[src/rtl/ppm_pkg.sv]
// Shared order encodings, slot-length defaults and FSM state type for the PPM
// transmit scheduler.
package ppm_pkg;

  localparam logic [1:0] ORD_IDLE = 2'b00;
  localparam logic [1:0] ORD_SOF  = 2'b01;
  localparam logic [1:0] ORD_DATA = 2'b10;
  localparam logic [1:0] ORD_EOF  = 2'b11;

  localparam int SLOT_CYCLES_DEF = 128;
  localparam int EOF_CYCLES_DEF  = 64;

  // State codes equal the order codes so the state register drives order directly.
  typedef enum logic [1:0] {
    ST_IDLE = ORD_IDLE,
    ST_SOF  = ORD_SOF,
    ST_DATA = ORD_DATA,
    ST_EOF  = ORD_EOF
  } state_t;

endpackage

[src/rtl/ppm_rr_arbiter.sv]
// Round-robin one-hot pick over req_valid, combinational; pointer moves past the
// winner on the cycle grant_stb is high.
module ppm_rr_arbiter
  import ppm_pkg::*;
#(
  parameter int N_REQ = 2,
  parameter int IW    = 1
) (
  input  logic             clk,
  input  logic             rst,
  input  logic [N_REQ-1:0] req_valid,
  input  logic             grant_stb,
  output logic [N_REQ-1:0] pick,
  output logic [IW-1:0]    pick_idx,
  output logic             any
);

  logic [IW-1:0] ptr_q;
  logic [IW-1:0] ptr_d;
  logic [IW:0]   cand;

  always_comb begin
    any      = 1'b0;
    pick_idx = '0;
    cand     = '0;
    for (int off = 0; off < N_REQ; off++) begin
      cand = {1'b0, ptr_q} + (IW+1)'(off);
      if (cand >= (IW+1)'(N_REQ)) cand = cand - (IW+1)'(N_REQ);
      if (!any && req_valid[cand[IW-1:0]]) begin
        any      = 1'b1;
        pick_idx = cand[IW-1:0];
      end
    end
    pick = any ? (N_REQ'(1) << pick_idx) : '0;
  end

  assign ptr_d = (pick_idx == IW'(N_REQ - 1)) ? '0 : pick_idx + 1'b1;

  always_ff @(posedge clk) begin
    if (rst) begin
      ptr_q <= '0;
    end else if (grant_stb) begin
      ptr_q <= ptr_d;
    end
  end

endmodule

[src/rtl/ppm_frame_scheduler.sv]
// Arbitrates N_REQ byte streams onto one PPM generator as SOF / 4 symbols per byte / EOF;
// SOF starts the cycle after acceptance, req_ready is combinational and only at byte boundaries.
module ppm_frame_scheduler
  import ppm_pkg::*;
#(
  parameter int N_REQ       = 2,
  parameter int SLOT_CYCLES = SLOT_CYCLES_DEF,
  parameter int EOF_CYCLES  = EOF_CYCLES_DEF,
  parameter int MAX_BYTES   = 16
) (
  input  logic               clk,
  input  logic               rst,
  input  logic [N_REQ-1:0]   req_valid,
  input  logic [8*N_REQ-1:0] req_data,
  input  logic [N_REQ-1:0]   req_last,
  output logic [N_REQ-1:0]   req_ready,
  output logic [1:0]         order,
  output logic [9:0]         clk_count,
  output logic [1:0]         bit_count,
  output logic [7:0]         tx_byte,
  output logic [N_REQ-1:0]   grant,
  output logic               busy,
  output logic               underrun
);

  localparam int IW = (N_REQ > 1) ? $clog2(N_REQ) : 1;
  localparam int BW = $clog2(MAX_BYTES + 1);
  localparam logic [9:0]    SLOT_LAST = 10'(SLOT_CYCLES - 1);
  localparam logic [9:0]    EOF_LAST  = 10'(EOF_CYCLES - 1);
  localparam logic [BW-1:0] BYTES_MAX = BW'(MAX_BYTES);

  state_t           state_q;
  logic [9:0]       clk_cnt_q;
  logic [1:0]       bit_cnt_q;
  logic [7:0]       tx_byte_q;
  logic [N_REQ-1:0] grant_q;
  logic [IW-1:0]    gidx_q;
  logic             last_q;
  logic [BW-1:0]    byte_cnt_q;
  logic             underrun_q;

  logic [N_REQ-1:0] arb_pick;
  logic [IW-1:0]    arb_idx;
  logic             arb_any;
  logic             idle_acc, slot_end, byte_end, more_ok, data_acc;
  logic [IW-1:0]    lane_idx;
  logic [7:0]       lane_dat;

  assign idle_acc = (state_q == ST_IDLE) && arb_any;
  assign slot_end = (clk_cnt_q == SLOT_LAST);
  assign byte_end = (state_q == ST_DATA) && (bit_cnt_q == 2'd3) && slot_end;
  // more_ok: the frame may take another byte from its owner at this boundary.
  assign more_ok  = byte_end && !last_q && (byte_cnt_q != BYTES_MAX);
  assign data_acc = more_ok && req_valid[gidx_q];

  assign lane_idx = (state_q == ST_IDLE) ? arb_idx : gidx_q;
  assign lane_dat = req_data[{lane_idx, 3'b000} +: 8];

  ppm_rr_arbiter #(.N_REQ(N_REQ), .IW(IW)) u_arb (
    .clk       (clk),
    .rst       (rst),
    .req_valid (req_valid),
    .grant_stb (idle_acc),
    .pick      (arb_pick),
    .pick_idx  (arb_idx),
    .any       (arb_any)
  );

  always_comb begin
    req_ready = '0;
    if (state_q == ST_IDLE) req_ready = arb_pick;
    else if (more_ok)       req_ready = grant_q & req_valid;
  end

  always_ff @(posedge clk) begin
    if (rst) begin
      state_q    <= ST_IDLE;
      clk_cnt_q  <= '0;
      bit_cnt_q  <= '0;
      tx_byte_q  <= '0;
      grant_q    <= '0;
      gidx_q     <= '0;
      last_q     <= 1'b0;
      byte_cnt_q <= '0;
      underrun_q <= 1'b0;
    end else begin
      underrun_q <= 1'b0;
      unique case (state_q)
        ST_IDLE: begin
          if (idle_acc) begin
            tx_byte_q  <= lane_dat;
            last_q     <= req_last[arb_idx];
            grant_q    <= arb_pick;
            gidx_q     <= arb_idx;
            byte_cnt_q <= BW'(1);
            clk_cnt_q  <= '0;
            state_q    <= ST_SOF;
          end
        end
        ST_SOF: begin
          if (slot_end) begin
            clk_cnt_q <= '0;
            bit_cnt_q <= '0;
            state_q   <= ST_DATA;
          end else begin
            clk_cnt_q <= clk_cnt_q + 10'd1;
          end
        end
        ST_DATA: begin
          if (slot_end) begin
            clk_cnt_q <= '0;
            if (bit_cnt_q != 2'd3) begin
              bit_cnt_q <= bit_cnt_q + 2'd1;
            end else if (data_acc) begin
              tx_byte_q  <= lane_dat;
              last_q     <= req_last[gidx_q];
              byte_cnt_q <= byte_cnt_q + BW'(1);
              bit_cnt_q  <= '0;
            end else begin
              state_q    <= ST_EOF;
              underrun_q <= more_ok;
            end
          end else begin
            clk_cnt_q <= clk_cnt_q + 10'd1;
          end
        end
        ST_EOF: begin
          if (clk_cnt_q == EOF_LAST) begin
            state_q   <= ST_IDLE;
            grant_q   <= '0;
            clk_cnt_q <= '0;
            bit_cnt_q <= '0;
          end else begin
            clk_cnt_q <= clk_cnt_q + 10'd1;
          end
        end
      endcase
    end
  end

  assign order     = state_q;
  assign clk_count = clk_cnt_q;
  assign bit_count = bit_cnt_q;
  assign tx_byte   = tx_byte_q;
  assign grant     = grant_q;
  assign busy      = (state_q != ST_IDLE);
  assign underrun  = underrun_q;

endmodule

[config.mk]
export PLATFORM = sky130hd
export DESIGN_NAME = ppm_frame_scheduler
export DESIGN_NICKNAME = d
export VERILOG_FILES = /design/src/rtl/ppm_pkg.sv /design/src/rtl/ppm_rr_arbiter.sv /design/src/rtl/ppm_frame_scheduler.sv
export SDC_FILE = /design/constraint.sdc
export NUM_CORES = 1
export LEC_CHECK = 0
export ABC_AREA = 1
export BUFFER_PORTS_ARGS = -buffer_cell sky130_fd_sc_hd__buf_2
export CORE_AREA = 2 2 75 77
export CTS_BUF_LIST = sky130_fd_sc_hd__clkbuf_4 sky130_fd_sc_hd__clkbuf_8
export DETAILED_ROUTE_END_ITERATION = 8
export DIE_AREA = 0 0 77 79
export PLACE_DENSITY = 0.57
export SYNTH_ARGS = -nofsm -noshare
export SYNTH_HDL_FRONTEND = slang
export SYNTH_SLANG_ARGS = --single-unit
[constraint.sdc]
create_clock -name clk -period 2 [get_ports clk]
set_input_delay 0.4 -clock clk [delete_from_list [all_inputs] [get_ports clk]]
set_output_delay 0.4 -clock clk [all_outputs]
set_load 0.01 [all_outputs]
==> results.md, run 1 <==
- Max-Cap Viols: 0
- WP data required: about 1.6 ns
- Post-route ant nets: 0
- Skew-Pair Late Insertion Delay: around 0.28 ns
- CORE AREA: roughly 0.0053 mm^2
- CTS tree: yes
- Initial antenna violation count: 0
- Fill count: 591
- Die height: between 70 and 80 um
- Root buffer selected by CTS: clkbuf_8
- Vias in the first global route: 1772
- Pre-antenna DRT Iters: 5
- Syn-to-layout area delta: 30.3%
- Initial Util: 37.2%
- Seq/Total Area, Yosys: 33.2%
- Endpoint class of the critical path: primary output
- Mapped cell area: about 0.002 mm^2
- DR DRC count: 0
- Crit-path max FO: 3
- Slew HR: a little under two thirds
- Synth warn: 0
- TritonCTS Buffers: 5
- Final min period: about 2 ns
- Clock Path Buffers: 2
- CTS sink cnt: 33
- Worst Hold Slack: 0.369 ns
- CTS Hold Bufs: 0
- Final core area utilization: 48.5%
- Die width: 77 um
- Pwr/cell area: 1310 mW/mm^2
- H-tree lvl count: 2
- Syn_nets: 346
- FF+latch count, synth: 33
- Status: completed
- Final Cycle Share: 97.1%
- Kind of start point of the critical path: flip-flop
- Gp weighted congestion: around 0.87
- Worst-path clk slew: ~0.070 ns
- Routed via count: 2001
- Post-synth EDFFs: 0
- Data arrival, critical path: 1.54 ns
- Hold Fails Final Rpt: 0
- Detailed placement HPWL: 3390 um
- Max VDD drop: between 0.0005 and 0.0006 V
- Dominant synthesized flop cell: dfxtp_1
- Clk_skew: 0.00441 ns
- Final setup fails: 0
- Port Buffers: 49
- R2R depth: 10
- Slew Viols, Final: 0
- Iter 0 DRT Violations: 72
- Avg Cell Area, Syn: ~6.3 um^2
- WS Path Type: flip-flop to primary output
- Area of the multi-input gates: 0.00118 mm^2
- Worst Hold Depth: 2
- Ports: 50
- Post-synthesis cell count: 315
- Fraction of layout cells with a size suffix above 1: 28.8%
- Synth cell types: 30
- Synth async-reset ratio: 0%
- Least-Margin Pin Slew: 0.543 ns
- First-pass GRT wire length: around 7900 um
- Final Power: 0.00341 W
- Max Freq: just over 0.5 GHz
- Final net count: 409
- DRT Wirelength: ~4600 um
- Antenna Cells: 0
- DIE AREA: 0.00608 mm^2
- DR WL/cell: 10.2 um
- Total GRT Usage: ~16%
- Lkg Pwr: between 1 and 1.5 nW
- Storage cell area: 674 um^2
- Worst hold-check path type: input port to flip-flop
- Largest net degree at the start of global routing: 26
- Num rows: 27
- Setup repair after global routing missed its margin: true
- Vias per cell: 4.44
- Grt ovf: 0
-- cell usage in the layout (no fill, tap or decap), types with 6 or more instances in the layout --
cell type | netlist | layout
nand4_1 | 6 | 6
clkbuf_8 | 0 | 7
nand2_1 | 86 | 85
nand3_1 | 11 | 10
o21ai_0 | 16 | 16
dfxtp_2 | 0 | 8
nor2_1 | 57 | 53
buf_2 | 3 | 49
dfxtp_1 | 33 | 24
nor3_1 | 6 | 6
buf_4 | 1 | 15
inv_1 | 47 | 44
a21oi_1 | 12 | 12
-- sequential cells by signal, summed over array words and instances, names as in the netlist --
register     count
grant            2
byte_cnt_q       5
order            2
last_q           1
tx_byte          8
bit_count        2
clk_count       10
gidx_q           1
underrun         1
u_arb.ptr_q      1
-- cells by family after synthesis --
family	synth area share [%]
and+or+nand+nor	37.0
buffers and inverters	11.7
AOI/OAI and AO/OA	9.76
DFF	33.2
adders and majority gates	5.66
xor gates and xnor gates	2.64
-- worst max-delay path, stage by stage, from the launching register on --
cell,delay [ns]
dfxtp_2,0.35
ha_4,0.14
inv_2,0.03
nor2_2,0.10
nand2_2,0.07
nor2_4,0.11
nand2_2,0.07
o41ai_2,0.21
buf_2,0.18
-- synth_stat cells, types with 2 or more instances --
| cell type | instances | area (um^2) |
|---|---|---|
| nand3_1 | 11 | 55.1 |
| nand2_1 | 86 | 323 |
| nor2_2 | 2 | 12.5 |
| clkbuf_1 | 2 | 7.51 |
| nor3_1 | 6 | 30.0 |
| dfxtp_1 | 33 | 661 |
| xor2_1 | 5 | 43.8 |
| inv_2 | 3 | 11.3 |
| a21oi_1 | 12 | 60.1 |
| o21ai_0 | 16 | 80.1 |
| ha_1 | 9 | 113 |
| nor2_1 | 57 | 214 |
| nand2_2 | 3 | 18.8 |
| buf_2 | 3 | 15.0 |
| inv_1 | 47 | 176 |
| nand4_1 | 6 | 37.5 |
-- report_power, final --
part	switching (W)	internal (W)	leakage [nW]
logic	0.00109	0.000707	1.01
registers	0.000160	0.000896	0.275
clock network	0.000245	0.000311	0.0542
-- routing by layer --
| metal | vias to the layer above | share of wire [%] | track usage, % | routed length [um] |
|---|---|---|---|---|
| li1 | 1097 | - | - | - |
| met1 | 846 | 49 | 20.8 | 2260 |
| met2 | 53 | 44 | 26.3 | 2030 |
| met3 | 5 | 5.3 | 3.86 | 243 |
| met4 | 0 | 1.0 | 4.29 | 48 |
| met5 | - | 0 | 0 | 0 |
-- timing repair --
item | CTS | global route
endpoints found under the hold margin | 0 | 0
pin swaps | 3 | 4
gates resized for setup | 16 | 16
endpoints found under the setup margin | 2 | 2
buffers inserted | 2 | 6
-- area by class of cell --
type | count | area share, %
clock buffer | 7 | 3.72
clock inverter | 1 | 0.193
inverter | 50 | 7.34
multi-input combinational | 224 | 45.4
sequential | 33 | 26.0
tap | 72 | 3.48
timing repair buffer | 64 | 13.8
-- through the flow --
stage          worst slack (ns)  instances  TNS [ns]  area (um^2)
2_1_floorplan             0.118        315         0         1990
5_1_grt                 -0.0428        451   -0.0541         2590
4_1_cts                  0.0124        445         0         2500
3_3_place_gp              0.167        435         0         2330
6_report                 0.0581        451         0         2590
3_5_place_dp              0.165        435         0         2330
-- worst paths after layout --
path | startpoint | endpoint | slack, ns
max reg2reg | order[0] | tx_byte[5] | 0.26
min reg2reg | u_arb.ptr_q | u_arb.ptr_q | 0.48
min | rst | u_arb.ptr_q | 0.37
max | clk_count[1] | req_ready[0] | 0.06
Note: power is estimated with default switching activity, not from simulation.
==> run 2, diff against run 1 <==
--- a/config.mk
+++ b/config.mk
@@ -5,13 +5,13 @@
 export SDC_FILE = /design/constraint.sdc
 export NUM_CORES = 1
 export LEC_CHECK = 0
-export ABC_AREA = 1
 export BUFFER_PORTS_ARGS = -buffer_cell sky130_fd_sc_hd__buf_2
-export CORE_AREA = 2 2 75 77
+export CORE_AREA = 2 2 72 74
 export CTS_BUF_LIST = sky130_fd_sc_hd__clkbuf_4 sky130_fd_sc_hd__clkbuf_8
 export DETAILED_ROUTE_END_ITERATION = 8
-export DIE_AREA = 0 0 77 79
-export PLACE_DENSITY = 0.57
+export DIE_AREA = 0 0 74 76
+export PLACE_DENSITY = 0.58
 export SYNTH_ARGS = -nofsm -noshare
 export SYNTH_HDL_FRONTEND = slang
+export SYNTH_HIERARCHICAL = 1
 export SYNTH_SLANG_ARGS = --single-unit
==> run 2 against run 1 <==
Effect of this change: the run now ends with negative setup slack left; worst setup slack lost 0.62 ns; combinational power increased by 7%; sequential power is 17% lower; critical path depth fell by 3; synthesized cell count fell by 33%; routed wire length grew 16%; total power shrank 3.4%; critical endpoint is now req_ready[1].
==> results.md, run 2 <==
- Data arrival, critical path: 2.16 ns (+0.62 ns)
- Storage cell area: 668 um^2 (-0.93%)
- HP Start: req_data[10]
- WP data required: 1.60 ns (about the same)
- Synth async-reset ratio: 0% (unchanged)
- Max Freq: 0.391 GHz (-24%)
- Synth top area share: 35.7% (+2.4 points)
- Synth area leaders: dfxtp_1 (36%), mux2i_1 (7.0%), ha_1 (6.1%)
- Final min period: 2.56 ns (+0.616 ns)
- Antenna Cells: 0 (unchanged)
- Synth cell types: 46 (+53%)
- H-tree lvl count: 2 (unchanged)
- Hold Fails Final Rpt: 0 (unchanged)
- Finished Layout Cells: 382 (-15%)
- Simple-gate area share of the yosys netlist: 24.3% (-13 points)
- Lkg Pwr: 1.25 nW (-6.2%)
- Ports: 50 (unchanged)
- Cell Chain, Critical Path: or4b_4 > or3_4 > or2_4 > o31ai_4 > buf_2
- Synth warn: 6 (+6)
- Final setup fails: 25 (+25)
- R2R setup slack: -0.54 ns (-0.80 ns)
- Pre-antenna DRT Iters: 4 (-1)
- Critical R2R Capture: tx_byte[4]
- Avg Cell Area, Syn: 8.78 um^2 (+39%)
- CP delay by family, top: simple AND/OR/NAND/NOR gates
- Die width: 74 um (-3.9%)
- DRT Wirelength: 5320 um (+16%)
- Most common cell in the netlist: dfxtp_1
- Area of the multi-input gates: 0.00138 mm^2 (+17%)
- Least-Margin Pin Slew: 0.456 ns (-0.0868 ns)
- Syn_nets: 242 (-30%)
- DR WL/cell: 13.9 um (+37%)
- Crit-path max FO: 3 (unchanged)
- CORE AREA: 0.00491 mm^2 (-8.0%)
- Placed Cells: 371 (-15%)
- Post-synth EDFFs: 0 (unchanged)
- Die height: 76 um (-3.8%)
- Clock Path Buffers: 2 (unchanged)
- Final Cycle Share: 128% (+31 points)
- Hold Path End: tx_byte[2]
- Initial antenna violation count: 0 (unchanged)
- Status: finished with violations
- Crit path from: clk_count[7]
- Fraction of layout cells with a size suffix above 1: 51.9% (+23 points)
- Initial Util: 37.7% (+0.45 points)
- Post-synthesis cell count: 211 (-33%)
- CTS sink cnt: 33 (unchanged)
- Placed inst area: 0.00253 mm^2 (+8.6%)
- First-pass GRT wire length: 8950 um (+13%)
- Worst-path clk slew: 0.07 ns (about the same)
- R2R depth: 6 (-4)
- Max VDD drop: 0.000524 V (-6.4%)
- Leading cell type in the layout, fill and taps excluded: buf_2
- FF+latch count, synth: 33 (unchanged)
- Seq/Total Area, Yosys: 35.7% (+2.4 points)
- Dominant synthesized flop cell: dfxtp_1
- Port Buffers: 49 (unchanged)
- Slew Viols, Final: 0 (unchanged)
- Slowest cell on crit path: or4b_4
- Gp weighted congestion: 0.817 (-6.1%)
- Kind of start point of the critical path: flip-flop
- Pre-CTS setup slack: -0.523 ns (-0.688 ns)
- Endpoint class of the critical path: primary output
- Synth area leader: dfxtp_1
- Buffers and inverters on the worst path: 1 (-1)
- DIE AREA: 0.00562 mm^2 (-7.5%)
- Routed via count: 1971 (-1.5%)
- DR DRC count: 0 (unchanged)
- Syn-to-layout area delta: 58.3%
- CP peak stage delay: 0.53 ns (+0.18 ns)
- Detailed placement HPWL: 3660 um (+8.0%)
- Setup TNS: -8.89 ns (-8.89 ns)
- Max reg flops: 10 (unchanged)
- WS Path Type: flip-flop to primary output
- Vias per cell: 5.16 (+16%)
- Compound-Gate Fraction of Synth Area: 20.4% (+11 points)
- Synth Area in XOR/XNOR: 0.946% (-1.7 points)
- Setup repair after global routing missed its margin: true
- Worst hold-check path type: input port to flip-flop
- Post-Synth Adder-Cell Area: 6.08% (+0.42 points)
- Num rows: 26 (-3.7%)
- CTS tree: yes
- Clk_skew: 0.00928 ns (+0.00487 ns)
- Top cells by count, synth: dfxtp_1 (33), a21oi_1 (16), nand2_1 (16), mux2i_1 (13), nor2_1 (12)
- Most frequent cells in the layout: buf_2 (49), buf_4 (42), dfxtp_1 (29)
- Root buffer selected by CTS: clkbuf_8
- Pwr/cell area: 1120 mW/mm^2 (-15%)
- Failing checks: negative setup slack
- Total GRT Usage: 20.2% (+4.3 points)
- Main combinational cell family by area after synthesis: simple AND/OR/NAND/NOR gates
- Largest net degree at the start of global routing: 22 (-15%)
- TritonCTS Buffers: 5 (unchanged)
- Skew-Pair Late Insertion Delay: 0.29 ns (about the same)
- Worst Hold Depth: 3 (+1)
- Slew HR: 69.2% (+5.4 points)
- Grt ovf: 0 (unchanged)
- Iter 0 DRT Violations: 52 (-28%)
- Fill count: 445 (-25%)
- Vias in the first global route: 1894 (+6.9%)
- Final Cell Area: 0.00293 mm^2 (+13%)
- Worst r2r src: clk_count[7]
- CTS Hold Bufs: 0 (unchanged)
- Multiplexer share of the synthesized area: 7.03% (+7.0 points)
- Post-route ant nets: 0 (unchanged)
- Max-Cap Viols: 0 (unchanged)
- Final net count: 343 (-16%)
- Mapped cell area: 0.00185 mm^2 (-6.9%)
- Final worst slack: -0.558 ns (-0.616 ns)
==> run 2: worst reg2reg max path, cell delays in order, from the launching register on <==
cell       delay (ns)
dfxtp_4          0.34
or4b_4           0.53
or3_4            0.39
buf_6            0.13
or4_4            0.57
and3b_2          0.31
o2bb2ai_1        0.14
==> run 2: kinds of logic after synthesis <==
kind of cell | Yosys count
AND/OR/NAND/NOR | 79
adder cells (fa/ha/maj) | 9
AO/OA/AOI/OAI | 56
XOR/XNOR | 2
buffers and inverters | 19
flip-flops | 33
multiplexers | 13
==> run 2: worst max path at each step <==
stage	to	slack (ns)	cells after the start
6_report	req_ready[1]	-0.56	5
2_1_floorplan	tx_byte[0]	-0.62	8
5_1_grt	req_ready[1]	-0.62	5
3_3_place_gp	tx_byte[3]	-0.50	5
4_1_cts	req_ready[0]	-0.58	5
3_5_place_dp	tx_byte[4]	-0.52	5
==> run 2: stage by stage <==
step / power, W / hold WS, ns / util [%]
floorplan: 0.00177 / 0.468 / -
CTS: 0.00314 / 0.384 / 58.0
detailed placement: 0.00241 / 0.441 / 51.6
finish: 0.00329 / 0.394 / 59.7
global placement: 0.00240 / 0.443 / 51.6
global route: 0.00353 / 0.391 / 59.7
==> run 2: timing repair <==
item	4_1_cts	5_1_grt
setup endpoints to repair	30	31
gates cloned	2	0
gates resized for setup	38	27
pin swaps	20	15
setup buffers	7	0
==> run 2: per-layer routing <==
layer / wire length, um / track usage (%) / up-vias
met2: 2540 / 29.9 / 34
met1: 2520 / 28.5 / 938
met5: 0 / 0 / -
li1: - / - / 993
met3: 186 / 5.03 / 6
met4: 70 / 6.91 / 0
==> run 2: final cells by class <==
type | count | area share [%]
clock inverter | 1 | 0.171
timing repair buffer | 101 | 23.0
tap | 70 | 2.99
clock buffer | 6 | 2.60
multi-input combinational | 161 | 47.1
inverter | 10 | 1.37
sequential | 33 | 22.8
==> run 2: power by group <==
| part | switching (W) | internal, W |
|---|---|---|
| clock | 0.000249 | 0.000250 |
| combinational | 0.00100 | 0.000906 |
| sequential | 0.0000829 | 0.000800 |
| total | 0.00133 | 0.00196 |
